==> src/rtl/seq_shift_unit_if.sv <==
// rtl/seq_shift_unit_if.sv - start/busy/done handshake and operand/result bundle for seq_shift_unit
interface seq_shift_unit_if #(
    parameter int WIDTH = 8,
    parameter int AMT_W = 3
);
    logic             Start;
    logic [WIDTH-1:0] IN;
    logic [AMT_W-1:0] ShiftAmt;
    logic             ShiftDir;
    logic [1:0]       ShiftMode;
    logic [WIDTH-1:0] Out;
    logic             Busy;
    logic             Done;
    logic             Carry;
    logic             Zero;

    modport master (
        output Start, IN, ShiftAmt, ShiftDir, ShiftMode,
        input  Out, Busy, Done, Carry, Zero
    );

    modport slave (
        input  Start, IN, ShiftAmt, ShiftDir, ShiftMode,
        output Out, Busy, Done, Carry, Zero
    );
endinterface

==> src/rtl/seq_shift_unit.sv <==
// rtl/seq_shift_unit.sv - one-bit-per-clock logical/arithmetic/rotate shifter with registered flags
// Optional carry flag: SEQ_SHIFT_CARRY_EN (undefined: Carry tied to 0, no carry register).
module seq_shift_unit #(
    parameter int WIDTH = 8,
    parameter int AMT_W = 3
) (
    input logic          Clk,
    input logic          Rst,
    seq_shift_unit_if.slave bus
);
    typedef enum logic [1:0] {IDLE, SHIFT, DONE} state_t;

    localparam logic [AMT_W-1:0] LAST_STEP = AMT_W'(1);

    state_t           state, stateNext;
    logic [WIDTH-1:0] work, shiftVal, outReg;
    logic [AMT_W-1:0] cnt;
    logic             dirRight;
    logic [1:0]       mode;
    logic             zeroReg;
    logic             accept;

    assign accept = bus.Start && (state == IDLE || state == DONE);

    always_ff @(posedge Clk or posedge Rst) begin
        if (Rst) state <= IDLE;
        else     state <= stateNext;
    end

    always_comb begin
        stateNext = state;
        case (state)
            IDLE, DONE: begin
                if (bus.Start) stateNext = (bus.ShiftAmt != '0) ? SHIFT : DONE;
                else           stateNext = IDLE;
            end
            SHIFT: if (cnt == LAST_STEP) stateNext = DONE;
            default: stateNext = IDLE;
        endcase
    end

    // Reserved mode 11 falls through to logical; arithmetic left equals logical left.
    always_comb begin
        shiftVal = work;
        if (dirRight) begin
            case (mode)
                2'b01:   shiftVal = {work[WIDTH-1], work[WIDTH-1:1]};
                2'b10:   shiftVal = {work[0], work[WIDTH-1:1]};
                default: shiftVal = {1'b0, work[WIDTH-1:1]};
            endcase
        end else begin
            if (mode == 2'b10) shiftVal = {work[WIDTH-2:0], work[WIDTH-1]};
            else               shiftVal = {work[WIDTH-2:0], 1'b0};
        end
    end

    always_ff @(posedge Clk or posedge Rst) begin
        if (Rst) begin
            work     <= '0;
            cnt      <= '0;
            dirRight <= 1'b0;
            mode     <= 2'b00;
            outReg   <= '0;
            zeroReg  <= 1'b0;
        end else if (accept) begin
            work     <= bus.IN;
            cnt      <= bus.ShiftAmt;
            dirRight <= bus.ShiftDir;
            mode     <= bus.ShiftMode;
            if (bus.ShiftAmt == '0) begin
                outReg  <= bus.IN;
                zeroReg <= (bus.IN == '0);
            end
        end else if (state == SHIFT) begin
            work <= shiftVal;
            cnt  <= cnt - AMT_W'(1);
            if (cnt == LAST_STEP) begin
                outReg  <= shiftVal;
                zeroReg <= (shiftVal == '0);
            end
        end
    end

`ifdef SEQ_SHIFT_CARRY_EN
    logic shiftCarry;
    logic carryReg;

    // Only the bit leaving on the final step is observable, so it loads straight into the flag.
    assign shiftCarry = dirRight ? work[0] : work[WIDTH-1];

    always_ff @(posedge Clk or posedge Rst) begin
        if (Rst)                                 carryReg <= 1'b0;
        else if (accept && bus.ShiftAmt == '0)   carryReg <= 1'b0;
        else if (state == SHIFT && cnt == LAST_STEP) carryReg <= shiftCarry;
    end

    assign bus.Carry = carryReg;
`else
    assign bus.Carry = 1'b0;
`endif

    assign bus.Out  = outReg;
    assign bus.Zero = zeroReg;
    assign bus.Busy = (state == SHIFT);
    assign bus.Done = (state == DONE);
endmodule

==> src/flat_wrapper.sv <==
// flat-port wrapper written by rule: the top's interface ports become plain ports
module seq_shift_unit_flat 
#(
    parameter int WIDTH = 8,
    parameter int AMT_W = 3
)
  (Clk, Rst, bus_Start, bus_IN, bus_ShiftAmt, bus_ShiftDir, bus_ShiftMode, bus_Out, bus_Busy, bus_Done, bus_Carry, bus_Zero);
  seq_shift_unit_if #(.WIDTH(WIDTH), .AMT_W(AMT_W)) bus_i ();
  input logic Clk;
  input logic Rst;
  input wire logic [$bits(bus_i.Start)-1:0] bus_Start;
  input wire logic [$bits(bus_i.IN)-1:0] bus_IN;
  input wire logic [$bits(bus_i.ShiftAmt)-1:0] bus_ShiftAmt;
  input wire logic [$bits(bus_i.ShiftDir)-1:0] bus_ShiftDir;
  input wire logic [$bits(bus_i.ShiftMode)-1:0] bus_ShiftMode;
  output wire logic [$bits(bus_i.Out)-1:0] bus_Out;
  output wire logic [$bits(bus_i.Busy)-1:0] bus_Busy;
  output wire logic [$bits(bus_i.Done)-1:0] bus_Done;
  output wire logic [$bits(bus_i.Carry)-1:0] bus_Carry;
  output wire logic [$bits(bus_i.Zero)-1:0] bus_Zero;
  assign bus_i.Start = bus_Start;
  assign bus_i.IN = bus_IN;
  assign bus_i.ShiftAmt = bus_ShiftAmt;
  assign bus_i.ShiftDir = bus_ShiftDir;
  assign bus_i.ShiftMode = bus_ShiftMode;
  assign bus_Out = bus_i.Out;
  assign bus_Busy = bus_i.Busy;
  assign bus_Done = bus_i.Done;
  assign bus_Carry = bus_i.Carry;
  assign bus_Zero = bus_i.Zero;
  seq_shift_unit #(.WIDTH(WIDTH), .AMT_W(AMT_W)) u_core (.Clk(Clk), .Rst(Rst), .bus(bus_i));
endmodule
==> config.mk <==
export PLATFORM = sky130hd
export DESIGN_NAME = seq_shift_unit_flat
export DESIGN_NICKNAME = d
export VERILOG_FILES = /design/src/rtl/seq_shift_unit_if.sv /design/src/rtl/seq_shift_unit.sv /design/src/flat_wrapper.sv
export SDC_FILE = /design/constraint.sdc
export NUM_CORES = 1
export LEC_CHECK = 0
export ABC_CLOCK_PERIOD_IN_PS = 1900
export CAP_MARGIN = 20
export CORE_UTILIZATION = 35
export CTS_CLUSTER_SIZE = 30
export DETAILED_ROUTE_END_ITERATION = 10
export PLACE_DENSITY = 0.63
export SLEW_MARGIN = 20
export SYNTH_ARGS = -nofsm -noshare
export SYNTH_HDL_FRONTEND = slang
export SYNTH_SLANG_ARGS = --single-unit
==> constraint.sdc <==
create_clock -name Clk -period 1.9 [get_ports Clk]
set_clock_uncertainty 0.15 [all_clocks]
set_input_delay 0.19 -clock Clk [delete_from_list [all_inputs] [get_ports Clk]]
set_output_delay 0.19 -clock Clk [all_outputs]
set_load 0.02 [all_outputs]
==> flow_metrics.py <==
metrics = {
    "global_routing": {
        "track_usage": 0.146,
        "grt_pass1_vias": 985,
        "grt_max_degree": 26,
        "grt_pass1_wl_microns": 4490,
        "grt-ovfl-total": 0,
        "antenna_found_initial": 0,
    },
    "floorplanning": {
        "row_count": 21,
        "fp.dieW_microns": 62.6,
        "die-height_microns": 62.6,
        "ios": 29,
        "core-area_sq_um": 3420,
        "dieArea_sq_um": 3920,
        "initial_core_util": 0.376,
    },
    "yosys": {
        "yosys_warnings": 0,
        "synthesis.nets": 159,
        "avgSynthCellArea_sq_um": 9.31,
        "syn_area_sq_um": 1280,
        "synth_area_leaders": "dfrtp_1 (49%), o21ai_1 (7.0%), nand2_1 (5.8%)",
        "ys_ff_latch": 25,
        "synth_cell_types": 34,
        "async_flop_share": 1.00,
        "synth_top_area_share": 0.487,
        "ys_seq_area_frac": 0.487,
        "yosys_most_used_dff": "dfrtp_1",
        "synth_top_area_cell": "dfrtp_1",
        "synth_edf_count": 0,
        "synth_cells": 138,
    },
    "clock_network": {
        "cts-htree-levels": 1,
        "cts_buffer_depth": 2,
        "clk_pin_slew_ns": 0.13,
        "cts_inserted_buffers": 3,
        "clk_latency_ns": 0.31,
        "cts_hold_buf": 0,
        "cts_tree": "yes",
        "cts_sinks": 25,
        "cts-root-buf": "clkbuf_4",
    },
    "power_and_ir_drop": {
        "p_per_area_nw_per_um2": 1570,
        "leakage_uw": 0.000739,
        "max-vdd-ir-drop_mv": 0.461,
    },
    "worst_setup_path": {
        "worst-path-max-fanout": 3,
        "critPathArrivalTime_ns": 1.92,
        "endpoint_kind": "register",
        "worstSetupPathType": "reg -> reg",
        "start_kind": "register",
        "worstPathRequired_ns": 2.00,
    },
    "route": {
        "viasPerCell": 4.71,
        "wl_per_cell_microns": 12.1,
        "num_vias": 1021,
        "route.detailed.drc": 0,
        "dr.pass1.iters": 4,
        "finalWirelength_microns": 2630,
        "drt_iter0_drc": 48,
        "postRouteAntennaNets": 0,
    },
    "sta": {
        "rsz0062_at_grt": "false",
        "maxSlewViolCount": 0,
        "finalHoldViolCount": 0,
        "timing.setup.tns_ns": 0,
        "setup_viol": 0,
        "period_share": 0.956,
        "fmax_mhz": 551,
        "min_period_ns": 1.82,
    },
    "worst_hold_path": {
        "min_path_type": "in -> async",
    },
    "placed_design": {
        "gp_congestion": 0.878,
        "dp_hpwl_microns": 2120,
        "io_buffers": 27,
    },
    "finish": {
        "fillerInstances": 325,
        "antenna_cells": 0,
        "layout.nets": 193,
        "final_util": 0.491,
        "syn_to_final_growth_pct": 30.5,
        "drive_gt1_frac": 0.111,
    },
    "outcome": {
        "status": "finished clean",
    },
    "job": {
        "maxCapViolCount": 0,
    },
}
==> cells in the mapped netlist (2+ instances only) <==
cell type and number:
dfrtp_1 25, nand2_1 20, o21ai_1 18, nor2_1 11, a21oi_1 9, inv_1 6
mux2i_1 6, ha_1 4, buf_2 3, nand2b_1 3, nor2b_1 3, o21ai_0 3
a31oi_1 2, clkbuf_1 2, inv_2 2, nor3_1 2, o22ai_1 2
==> cells by family after synthesis <==
family / share of synthesized area
multiplexers: 0.0643
AND/OR/NAND/NOR: 0.161
adder cells (fa/ha/maj): 0.0389
other: 0.00292
buffers and inverters: 0.0555
AO/OA/AOI/OAI: 0.184
flip-flops: 0.487
XOR/XNOR: 0.00682
==> repair_timing <==
item / in CTS / in global routing
setup endpoints to repair: 1 / 1
gates cloned: 0 / 0
setup buffers: 0 / 1
resized for setup: 1 / 0
==> through the flow <==
step	hold slack, ns	worst slack [ns]	cell area (sq um)	total power, uW	std cells
CTS	0.0729	0.0809	1670	2640	216
detailed placement	0.329	0.0924	1640	2420	212
global route	0.0989	0.0130	1680	2870	217
floorplan	0.0673	0.187	1280	1900	138
finish	0.0593	0.0836	1680	2640	217
global placement	0.318	0.137	1640	2380	212
==> worst paths after layout <==
check	from	end	slack, ns	cells after the start
max in group asynchronous	Rst	u_core.work[0]$_DFFE_PP0P_	1.30	3
worst max register to register	u_core.mode[0]$_DFFE_PP0P_	u_core.bus.Zero$_DFFE_PP0P_	0.08	6
min in group Clk	bus_ShiftDir	u_core.dirRight$_DFFE_PP0P_	0.25	3
worst min-delay path	Rst	u_core.bus.Out[6]$_DFFE_PP0P_	0.06	3
worst min register to register	u_core.bus.Out[6]$_DFFE_PP0P_	u_core.bus.Out[6]$_DFFE_PP0P_	0.35	2
worst max-delay path	u_core.mode[0]$_DFFE_PP0P_	u_core.bus.Zero$_DFFE_PP0P_	0.08	6
==> report_power, final <==
part / switching [uW] / internal (uW)
clock network: 151 / 82.0
registers: 181 / 768
logic: 778 / 679
==> critical path, stage by stage, from the launching register on <==
cell,delay (ns)
dfrtp_1,0.38
inv_1,0.06
ha_1,0.22
a211oi_1,0.23
a21oi_1,0.06
or4_4,0.51
a2bb2oi_2,0.13
==> state kept, by name, summed over array words and instances (netlist names) <==
register and count:
u_core.work 8, u_core.cnt 3, u_core.dirRight 1, u_core.bus.Zero 1, u_core.bus.Out 8, u_core.mode 2, u_core.state 2
==> area by class of cell <==
cell class                      count  area, sq um  area share
Clock buffer                        4         26.3      0.0157
Tap cell                           46         57.6      0.0343
Timing Repair Buffer               36          349       0.208
Multi-Input combinational cell     98          588       0.351
Sequential cell                    25          626       0.373
Inverter                            8         30.0      0.0179
==> cell usage in the layout, fill, tap and decap left out, types with 2 or more instances in the layout <==
cell / count
a21oi_1: 9
a31oi_1: 2
buf_4: 8
clkbuf_4: 3
clkdlybuf4s50_1: 26
dfrtp_1: 25
ha_1: 4
inv_1: 6
inv_2: 2
mux2i_1: 6
nand2_1: 20
nand2b_1: 3
nor2_1: 11
nor2b_1: 3
nor3_1: 2
o21ai_0: 3
o21ai_1: 18
o22ai_1: 2
==> metal layers <==
| metal | global-route usage | wire, microns | vias up |
|---|---|---|---|
| met4 | 0.0698 | 42 | 0 |
| li1 | - | - | 541 |
| met5 | 0 | 0 | - |
| met2 | 0.228 | 1190 | 15 |
| met3 | 0.0219 | 61 | 4 |
| met1 | 0.198 | 1340 | 461 |
No activity file was read; power rests on OpenSTA's default activity.
